--- src/rtl/uart_tx_arbiter.sv ---
// -----------------------------------------------------------------------------
// uart_tx_arbiter
//
// Shares one UART transmitter between NUM_REQ byte requesters. In IDLE a
// round-robin search (starting just above the previous winner) picks one
// requester and accepts its byte combinationally. The byte is held in a single
// output register and offered to the transmitter in SEND until it is taken.
// Throughput is therefore at most one byte every two cycles.
//
// Optional feature, selected by the macro UART_ARB_LOCK_EN:
//   When defined, a byte accepted with req_last=0 locks the transmitter to the
//   same requester. The arbiter stays in LOCKED between that requester's bytes
//   until a byte with req_last=1 has been sent. When the macro is undefined,
//   req_last is ignored and every byte is arbitrated on its own.
//
// Parameters
//   NUM_REQ  number of requesters (2..8)
//   DATA_W   byte width
//
// Ports
//   clk        sole clock, rising edge
//   reset      synchronous, active-high
//   req_valid  per-requester byte present
//   req_data   requester i byte at [i*DATA_W +: DATA_W]
//   req_last   per-requester end-of-message flag (lock build only)
//   req_ready  per-requester accept strobe, at most one bit high
//   tx_valid   byte offered to the transmitter
//   tx_data    byte being offered
//   tx_ready   transmitter accepts tx_data
//   grant_id   requester owning the current/last transfer
//   busy       high whenever the arbiter is not IDLE
// -----------------------------------------------------------------------------
module uart_tx_arbiter #(
    parameter int NUM_REQ = 4,
    parameter int DATA_W  = 8
) (
    input  logic                       clk,
    input  logic                       reset,
    input  logic [NUM_REQ-1:0]         req_valid,
    input  logic [NUM_REQ*DATA_W-1:0]  req_data,
    input  logic [NUM_REQ-1:0]         req_last,
    output logic [NUM_REQ-1:0]         req_ready,
    output logic                       tx_valid,
    output logic [DATA_W-1:0]          tx_data,
    input  logic                       tx_ready,
    output logic [$clog2(NUM_REQ)-1:0] grant_id,
    output logic                       busy
);

    localparam int ID_W = $clog2(NUM_REQ);

`ifdef UART_ARB_LOCK_EN
    typedef enum logic [1:0] {
        IDLE,
        SEND,
        LOCKED
    } state_t;
`else
    typedef enum logic {
        IDLE,
        SEND
    } state_t;
`endif

    state_t state;
    state_t state_next;

    logic [ID_W-1:0]   last_grant;
    logic [ID_W-1:0]   rr_winner;
    logic              rr_found;
    logic              accept;
    logic [ID_W-1:0]   accept_id;
    logic [DATA_W-1:0] req_bytes [NUM_REQ];

`ifdef UART_ARB_LOCK_EN
    // End-of-message flag of the byte currently held for transmission; decides
    // between IDLE and LOCKED once that byte has been taken.
    logic last_flag;
`else
    logic unused_last;
    assign unused_last = ^req_last;
`endif

    for (genvar i = 0; i < NUM_REQ; i++) begin : g_unpack
        assign req_bytes[i] = req_data[i*DATA_W +: DATA_W];
    end

    // Round-robin search: the candidate one above last_grant has the highest
    // priority, wrapping through all requesters, so last_grant itself is
    // considered last. After reset last_grant is NUM_REQ-1, giving requester 0
    // first priority.
    always_comb begin
        logic [ID_W-1:0] idx;
        rr_found  = 1'b0;
        rr_winner = '0;
        idx       = '0;
        for (int k = 1; k <= NUM_REQ; k++) begin
            idx = ID_W'((int'(last_grant) + k) % NUM_REQ);
            if (!rr_found && req_valid[idx]) begin
                rr_found  = 1'b1;
                rr_winner = idx;
            end
        end
    end

    // State register.
    always_ff @(posedge clk) begin
        if (reset) begin
            state <= IDLE;
        end else begin
            state <= state_next;
        end
    end

    // Next-state logic.
    always_comb begin
        state_next = state;
        case (state)
            IDLE: begin
                if (rr_found) begin
                    state_next = SEND;
                end
            end
            SEND: begin
                if (tx_ready) begin
`ifdef UART_ARB_LOCK_EN
                    state_next = last_flag ? IDLE : LOCKED;
`else
                    state_next = IDLE;
`endif
                end
            end
`ifdef UART_ARB_LOCK_EN
            LOCKED: begin
                if (req_valid[last_grant]) begin
                    state_next = SEND;
                end
            end
`endif
            default: state_next = IDLE;
        endcase
    end

    // Output logic. req_ready is held low while reset is asserted so no
    // requester believes a byte was taken on an edge that discards it.
    always_comb begin
        req_ready = '0;
        tx_valid  = (state == SEND);
        busy      = (state != IDLE);
        if (!reset) begin
            case (state)
                IDLE: begin
                    if (rr_found) begin
                        req_ready[rr_winner] = 1'b1;
                    end
                end
`ifdef UART_ARB_LOCK_EN
                LOCKED: begin
                    req_ready[last_grant] = req_valid[last_grant];
                end
`endif
                default: req_ready = '0;
            endcase
        end
    end

    // A byte is accepted whenever the single raised ready bit meets its valid.
    // In IDLE the accepted requester is the round-robin winner; in LOCKED it is
    // always the lock owner, which is the previous winner.
    always_comb begin
        accept = |(req_ready & req_valid);
`ifdef UART_ARB_LOCK_EN
        accept_id = (state == LOCKED) ? last_grant : rr_winner;
`else
        accept_id = rr_winner;
`endif
    end

    // Byte buffer and grant bookkeeping.
    always_ff @(posedge clk) begin
        if (reset) begin
            tx_data    <= '0;
            grant_id   <= '0;
            last_grant <= ID_W'(NUM_REQ - 1);
`ifdef UART_ARB_LOCK_EN
            last_flag  <= 1'b0;
`endif
        end else if (accept) begin
            tx_data    <= req_bytes[accept_id];
            grant_id   <= accept_id;
            last_grant <= accept_id;
`ifdef UART_ARB_LOCK_EN
            last_flag  <= req_last[accept_id];
`endif
        end
    end

endmodule

--- config.mk ---
export PLATFORM = sky130hd
export DESIGN_NAME = uart_tx_arbiter
export DESIGN_NICKNAME = d
export VERILOG_FILES = /design/src/rtl/uart_tx_arbiter.sv
export SDC_FILE = /design/constraint.sdc
export NUM_CORES = 1
export LEC_CHECK = 0
export BUFFER_PORTS_ARGS = -buffer_cell sky130_fd_sc_hd__buf_2
export CAP_MARGIN = 20
export CORE_ASPECT_RATIO = 1.1
export CORE_MARGIN = 2
export CORE_UTILIZATION = 46
export CTS_BUF_LIST = sky130_fd_sc_hd__clkbuf_4
export CTS_CLUSTER_DIAMETER = 30
export CTS_CLUSTER_SIZE = 25
export DETAILED_ROUTE_END_ITERATION = 16
export GPL_TIMING_DRIVEN = 0
export PLACE_DENSITY = 0.84
export SYNTH_ARGS = -nofsm -noshare
export SYNTH_HDL_FRONTEND = slang
export SYNTH_SLANG_ARGS = --single-unit
export TNS_END_PERCENT = 30
--- constraint.sdc ---
create_clock -name clk -period 4 [get_ports clk]
set_input_delay 0.2 -clock clk [delete_from_list [all_inputs] [get_ports clk]]
set_output_delay 0.2 -clock clk [all_outputs]
set_load 0.01 [all_outputs]
# [Yosys cells after proc, flatten, opt, wreduce, memory -nomap -nowiden]
# Index checks and enable logic that the tools add are counted.
[op_classes] n_addsub=4 magnitude_cmp=7 muxes=27 bitwise=3 reduce_logical=8
[op_table] cell="$bmux 8 s2" n=1
[op_table] cell="$mux 8" n=2
[op_table] cell="$lt 2x3->1 const B" n=5
[op_table] cell="$mux 4" n=3
[op_table] cell="$mux 1" n=11
[op_table] cell="$bmux 1 s2" n=4
[op_table] cell="$mux 2" n=4
[op_table] cell="$add 2x1->2 const B" n=2
[op_table] cell="$add 2x2->2 const B" n=2
[op_table] cell="$and 4x4->4" n=1
[op_table] cell="$logic_and 1x1->1" n=4
[op_table] cell="$reduce_or 4->1" n=1
[op_table] cell="$ge 3x3->1 const B" n=1
[op_table] cell="$logic_not 1->1" n=3
[op_table] cell="$not 2->3" n=1
[op_table] cell="$demux 1 s2" n=1
[op_table] cell="$ge 2x1->1 const B" n=1
[op_table] cell="$pmux 1 s2" n=1
[op_table] cell="$not 1->1" n=1
[totals] register_bits=13 out_inout_bits=16 word_cells=53

# [Longest topological paths before layout]
# Gate-level depths: netlist (run 1).
[logic_depth] ltp_word=22 ltp_mapped=7

# [Worst setup path after synthesis (run 1)]
# OpenSTA, ideal clock, no wires.
[synth_path] path_kind="register to register" from="register last_grant[1]" to="register tx_data[2]" arrival_ps=1543 required_ps=3933 slack_ps=2390 stages_incl_launch_ff=8 path_buffers=2 synth_period_minus_slack_ps=1610 cell_sequence="dfxtp_1 > or3b_1 > o221a_2 > buf_6 > buf_12 > mux2i_1 > mux2_2 > o21ai_2"
[synth_via] elab_chain_len=22 word_cells_on_any_way=40 cone_classes="add/sub: 4; order compare: 2; mux: 24; bitwise: 2; reduce/logical: 8"
[synth_rtl] item="from (decl)" line_no="68" source="logic [ID_W-1:0] last_grant;"
[synth_rtl] item="from (signal assigned)" line_no="184" source="last_grant <= ID_W'(NUM_REQ - 1);"
[synth_rtl] item="from (signal assigned)" line_no="191" source="last_grant <= accept_id;"
[synth_rtl] item="$add 2x1->2" line_no="98" source="idx = ID_W'((int'(last_grant) + k) % NUM_REQ);"
[synth_rtl] item="$bmux 1 s2" line_no="99" source="if (!rr_found && req_valid[idx]) begin"
[synth_rtl] item="$mux 1 (not written as such)" line_no="99"
[synth_rtl] item="$mux 1" line_no="99"
[synth_rtl] item="$logic_not 1->1" line_no="99"
[synth_rtl] item="$logic_and 1x1->1" line_no="99"
[synth_rtl] item="$mux 1" line_no="99"
[synth_rtl] item="$logic_not 1->1" line_no="99"
[synth_rtl] item="(+6 left out)"
[synth_rtl] item="$logic_and 1x1->1 (not written as such)" line_no="154" source="req_ready[rr_winner] = 1'b1;"
[synth_rtl] item="$mux 1 (not written as such)" line_no="154"
[synth_rtl] item="$demux 1 s2" line_no="154"
[synth_rtl] item="$mux 4" line_no="153" source="if (rr_found) begin"
[synth_rtl] item="$mux 4" line_no="151" source="case (state)"
[synth_rtl] item="$mux 4" line_no="150" source="if (!reset) begin"
[synth_rtl] item="$and 4x4->4" line_no="171" source="accept = |(req_ready & req_valid);"
[synth_rtl] item="$reduce_or 4->1" line_no="171"
[synth_rtl] item="to (signal assigned)" line_no="189" source="tx_data <= req_bytes[accept_id];"
[synth_rtl] item="to (decl)" line_no="44" source="output logic [DATA_W-1:0] tx_data,"
# Several ways; a longest one is shown, not always the timed one. The select of a mux whose other input is x is not followed.
# A chain may end at the register's enable or synchronous reset.

# [Final worst setup path (run 1)]
[layout_path] from="register last_grant[0]" to="output req_ready[1]"
[layout_via] elab_chain_len=20 word_cells_on_any_way=34 cone_classes="add/sub: 4; order compare: 2; mux: 21; reduce/logical: 7"
[layout_rtl] item="$add 2x1->2" line_no="98"
[layout_rtl] item="$bmux 1 s2" line_no="99"
[layout_rtl] item="$mux 1 (not written as such)" line_no="99"
[layout_rtl] item="$mux 1" line_no="99"
[layout_rtl] item="$logic_not 1->1" line_no="99"
[layout_rtl] item="$logic_and 1x1->1" line_no="99"
[layout_rtl] item="$mux 1" line_no="99"
[layout_rtl] item="$logic_not 1->1" line_no="99"
[layout_rtl] item="(+4 left out)"
[layout_rtl] item="$mux 2" line_no="99"
[layout_rtl] item="$lt 2x3->1 (not written as such) or $ge 2x1->1 (tied branches)" line_no="154"
[layout_rtl] item="$logic_and 1x1->1 (not written as such)" line_no="154"
[layout_rtl] item="$mux 1 (not written as such)" line_no="154"
[layout_rtl] item="$demux 1 s2" line_no="154"
[layout_rtl] item="$mux 4 *" line_no="153"
[layout_rtl] item="$mux 4 *" line_no="151"
[layout_rtl] item="$mux 4 *" line_no="150"
[layout_rtl] item="to (decl)" line_no="42" source="output logic [NUM_REQ-1:0] req_ready,"
# Every way passes the cells marked *; elsewhere a longest branch is shown, timed or not. The select of a mux whose other input is x is not followed.

==> reports/qor.csv, run 1 <==
metric,value,unit
cp_data_arrival_time,1.79,ns
pin_count,59,
post-route-min-period,1.99,ns
yosysTopAreaCell,dfxtp_1,
setup_viol,0,
rsz0062_at_grt,no,
multiInputGateArea,547,um2
track_usage,21.3,%
avgViaCountPerCell,5.35,
synth.avg_cell_area,9.54,um2
seq_area,260,um2
dieHeight,49.6,um
fill_cells,148,
vdd_drop_max,0.000204,V
grt_max_degree,11,
synth_area_leaders,"dfxtp_1 30%, mux2i_1 18%, mux2_2 10%, o21ai_2 7.1%, nand3b_1 6.9%",
async_reset_ff_share,0,%
cts-hold-fix-buffers,0,
grt_pass1_wl,3.60,mm
synth.top_cells.by_count,"16 x mux2i_1, 13 x dfxtp_1, 8 x mux2_2, 8 x nand3b_1, 7 x o21ai_2",
wl,2.14,mm
tightestPinTransition,0.432,ns
setup.worst_path.class,reg2out,
power.density,322,mW/mm2
holdPathStages,2,
tns,0,ns
slew_headroom,71.0,%
period_share,49.7,%
p_leak,0.000585,uW
ys_types,27,
clock_sinks,13,
outcome,"complete, no violations",
finClkSkew,0.00344,ns
core.rowCount,16,
dp_cells,163,
worst-r2r-cell-count,7,
post_cts_buffers,0,
area_growth_syn_to_layout,37.2,%
dieArea,0.00225,mm2
hold_path_class,in2reg,
ant_nets,0,
synth-main-ff-cell,dfxtp_1,
initial_core_util,48.7,%
hpwl,1.69,mm
drc,0,
first_pass_iters,4,
synth_edf_count,0,
wire_per_inst,12.8,um
drt-initial-drc-count,8,
cts_buffers,3,
synth_seq_cells,13,
syn_area,868,um2
final_hold_viol_count,0,
core_area,0.00178,mm2
clock_tree.root_cell,clkbuf_4,
fmax,0.503,GHz
drive_gt1_share,53.7,%
synth_most_common_cell,mux2i_1,
clk_path_buf_depth,2,
crit_path_end_kind,primary output,
cts_tree,done,
grt_pass1_vias,856,
final_nets,193,
diodes,0,
antenna_found_initial,0,
ys_seq_area_share,30.0,%
yosysWarningCount,0,
num_vias,894,
syn-instance-count,91,
fin_cells,167,
place_congestion,0.723,
slew_violations,0,
cp-start-kind,register,
grt-ovfl-total,0,
die_w,45.4,um
numPortBuffers,54,
post_cts_resized,0,
critPathMaxFanout,10,
synth_top_area_share,30.0,%
synth.net_count,134,
clock_latency,0.27,ns
htreeDepth,1,
clk_pin_slew_worst_paths,0.08,ns
required,3.80,ns
max_cap_violations,0,
[path summary, 6_finish.rpt]
kind	start	to	slack, ns
worst max-delay path	last_grant[0]	req_ready[1]	2.01
worst min-delay path	tx_ready	busy	0.11
worst max register to register	last_grant[1]	tx_data[4]	2.28
worst min register to register	grant_id[1]	grant_id[1]	0.46
[cells in the final DEF, fill, tap and decap left out, drive strengths merged, types with 3 or more instances in the layout]
| cell type | instances |
|---|---|
| nand3b | 8 |
| buf | 60 |
| clkbuf | 5 |
| nand2 | 3 |
| mux2i | 16 |
| nor2 | 5 |
| a21oi | 3 |
| mux2 | 8 |
| nor3 | 3 |
| o21ai | 11 |
| nor2b | 4 |
| dfxtp | 13 |
[worst max-delay path: stages (launching register included)]
cell and delay, ns:
dfxtp_1 0.34, nor2b_1 0.12, a21oi_1 0.05, o211ai_1 0.37, buf_2 0.30, nor3b_1 0.19, buf_2 0.15
[cell type report]
class | count | area share (%)
Multi-Input combinational cell | 70 | 45.9
Timing Repair Buffer | 54 | 22.7
Sequential cell | 13 | 21.8
Buffer | 7 | 4.83
Clock buffer | 4 | 2.52
Tap cell | 18 | 1.89
Inverter | 1 | 0.315
[through the flow]
stage	utilization [%]	power [uW]	hold WS, ns	instance area [um2]	setup slack, ns
floorplan	-	249	0.301	868	2.39
global placement	65.2	295	0.387	1160	2.30
global route	66.9	410	0.106	1190	1.84
finish	66.9	384	0.109	1190	2.01
detailed placement	65.2	300	0.404	1160	2.25
CTS	66.9	387	0.109	1190	1.98
[kinds of logic after synthesis]
logic type,Yosys count,synth area share (%)
simple gates,28,19.2
mux,24,28.8
buf+inv,8,7.06
flops,13,30.0
compound gates,18,15.0
[registers in the layout, summed over array words and instances (netlist names)]
signal	count
last_grant	2
grant_id	2
tx_data	8
busy	1
[where the power goes]
part           internal [uW]  switching [uW]
combinational           75.8            66.3
sequential               145            8.93
clock                   45.4            42.5
total                    266             118
[routing by layer]
layer	share of wire, %	track usage [%]
met4	1.4	9.31
met1	40	23.1
met3	7.2	4.40
met2	51	37.8
met5	0	0
Note: power is estimated with default switching activity, not from simulation.
==> run 2: changes to the inputs <==
--- a/config.mk
+++ b/config.mk
@@ -9,13 +9,13 @@
 export CAP_MARGIN = 20
 export CORE_ASPECT_RATIO = 1.1
 export CORE_MARGIN = 2
-export CORE_UTILIZATION = 46
+export CORE_UTILIZATION = 38
 export CTS_BUF_LIST = sky130_fd_sc_hd__clkbuf_4
 export CTS_CLUSTER_DIAMETER = 30
 export CTS_CLUSTER_SIZE = 25
 export DETAILED_ROUTE_END_ITERATION = 16
 export GPL_TIMING_DRIVEN = 0
-export PLACE_DENSITY = 0.84
+export PLACE_DENSITY = 0.74
 export SYNTH_ARGS = -nofsm -noshare
 export SYNTH_HDL_FRONTEND = slang
 export SYNTH_SLANG_ARGS = --single-unit
==> constraint.sdc (replaced) <==
create_clock -name clk -period 1.8 [get_ports clk]
set_input_delay 0.09 -clock clk [delete_from_list [all_inputs] [get_ports clk]]
set_output_delay 0.09 -clock clk [all_outputs]
set_load 0.01 [all_outputs]
==> run 2 against run 1 <==
Die area up 19%; largest power group is now combinational logic; count of clock-buffer cells in the layout unchanged; clock skew down 0.00094 ns; register-to-register slack worse by 2.1 ns; global-route usage down 3.0 points.
==> reports/qor.csv, run 2 (synthesized netlist as in run 1, its figures left out) <==
metric,value,unit
outcome,"complete, no violations",
top_regs,"tx_data: 8 flops, grant_id: 2 flops, last_grant: 2 flops",
wl,2.38,mm
drive_gt1_share,58.2,%
grt_pass1_wl,3.69,mm
tightestPinTransition,0.438,ns
dieHeight,54.1,um
clock_tree.root_cell,clkbuf_4,
avgViaCountPerCell,5.00,
track_usage,18.3,%
final_cell_mix,"56 x buf_2, 16 x mux2i_1, 11 x dfxtp_1",
clock_latency,0.27,ns
period_share,95.3,%
dieArea,0.00268,mm2
die_w,49.6,um
post-route-min-period,1.72,ns
pin_count,59,
htreeDepth,1,
num_vias,915,
critPathMaxFanout,19,
slew_violations,0,
crit_path_end_kind,primary output,
core.rowCount,18,
hpwl,1.83,mm
ant_nets,0,
numPortBuffers,54,
area_growth_syn_to_layout,46.8,%
cts_tree,done,
power.density,695,mW/mm2
largest_reg_flops,8,
antenna_found_initial,0,
setup_viol,0,
max_cap_violations,0,
dp_cells,175,
clk_path_buf_depth,2,
grt_pass1_vias,885,
required,1.71,ns
vdd_drop_max,0.000376,V
clk_pin_slew_worst_paths,0.08,ns
wire_per_inst,13.0,um
final_hold_viol_count,0,
top_register,tx_data,
cts_buffers,3,
fin_area,0.00127,mm2
place_congestion,0.678,
diodes,0,
grt-ovfl-total,0,
setup.worst_path.class,reg2out,
final_common_cell,buf_2,
grt_max_degree,11,
drt-initial-drc-count,28,
slew_headroom,70.5,%
final_nets,197,
core_area,0.00221,mm2
initial_core_util,39.3,%
finClkSkew,0.00251,ns
first_pass_iters,4,
fmax,0.583,GHz
p_leak,0.000617,uW
cp_data_arrival_time,1.63,ns
postPlaceCellArea,0.00118,mm2
clock_sinks,13,
cp-start-kind,register,
drc,0,
fin_cells,183,
hold_path_class,in2reg,
## run 2: repair_timing
item | 4_1_cts | 5_1_grt
hold buffers | 1 | 0
pin swaps | 0 | 2
setup endpoints to repair | 4 | 4
endpoints found under the hold margin | 1 | 0
resized for setup | 6 | 6
buffers inserted | 1 | 3
## run 2: final cells by class
cell class              count  area (um2)
flip-flops and latches     13         263
plain buffers               6        52.6
multi-input cells          70         578
repair buffers             59         310
well taps                  30        37.5
fillers                   210         932
inverters                   1        3.75
clock buffers               4        30.0
## run 2: routing by layer
metal  part of all wire, %  up-vias  global-route usage, %  wire length [um]
li1                      -      456                      -                 -
met1                    40      421                   18.5               961
met2                    53       34                   34.2              1260
met3                   5.0        4                   4.44               120
met4                   1.4        0                   11.6                34
met5                     0        -                      0                 0
## run 2: worst paths after layout
path,startpoint,to,slack [ns],cells past startpoint
setup / recovery,last_grant[0],req_ready[1],0.08,5
hold / removal,reset,tx_data[1],0.16,3
setup reg to reg,last_grant[0],tx_data[4],0.18,7
hold reg to reg,grant_id[1],grant_id[1],0.46,2
## run 2: where the power goes
part	internal [uW]	switching, uW	leakage (uW)	total (uW)
clock network	101	95.6	0.0000184	196
logic	188	160	0.000491	348
registers	322	20.1	0.000107	342
## run 2: critical path: stages (launching register included)
cell     delay [ns]
dfxtp_2        0.34
or3b_1         0.39
o221a_4        0.13
buf_12         0.16
nor3b_2        0.17
buf_2          0.15
## run 2: stage by stage
step	utilization, %	setup TNS [ns]	setup WS (ns)	power, uW	hold WS [ns]
final	57.8	0	0.0849	887	0.159
after global routing	57.8	-0.0175	-0.0175	941	0.179
after CTS	56.3	-0.0325	-0.0272	880	0.151
after detailed placement	53.3	0	0.0899	668	0.292
after global placement	53.3	0	0.128	658	0.284
after floorplan	-	0	0.190	554	0.191
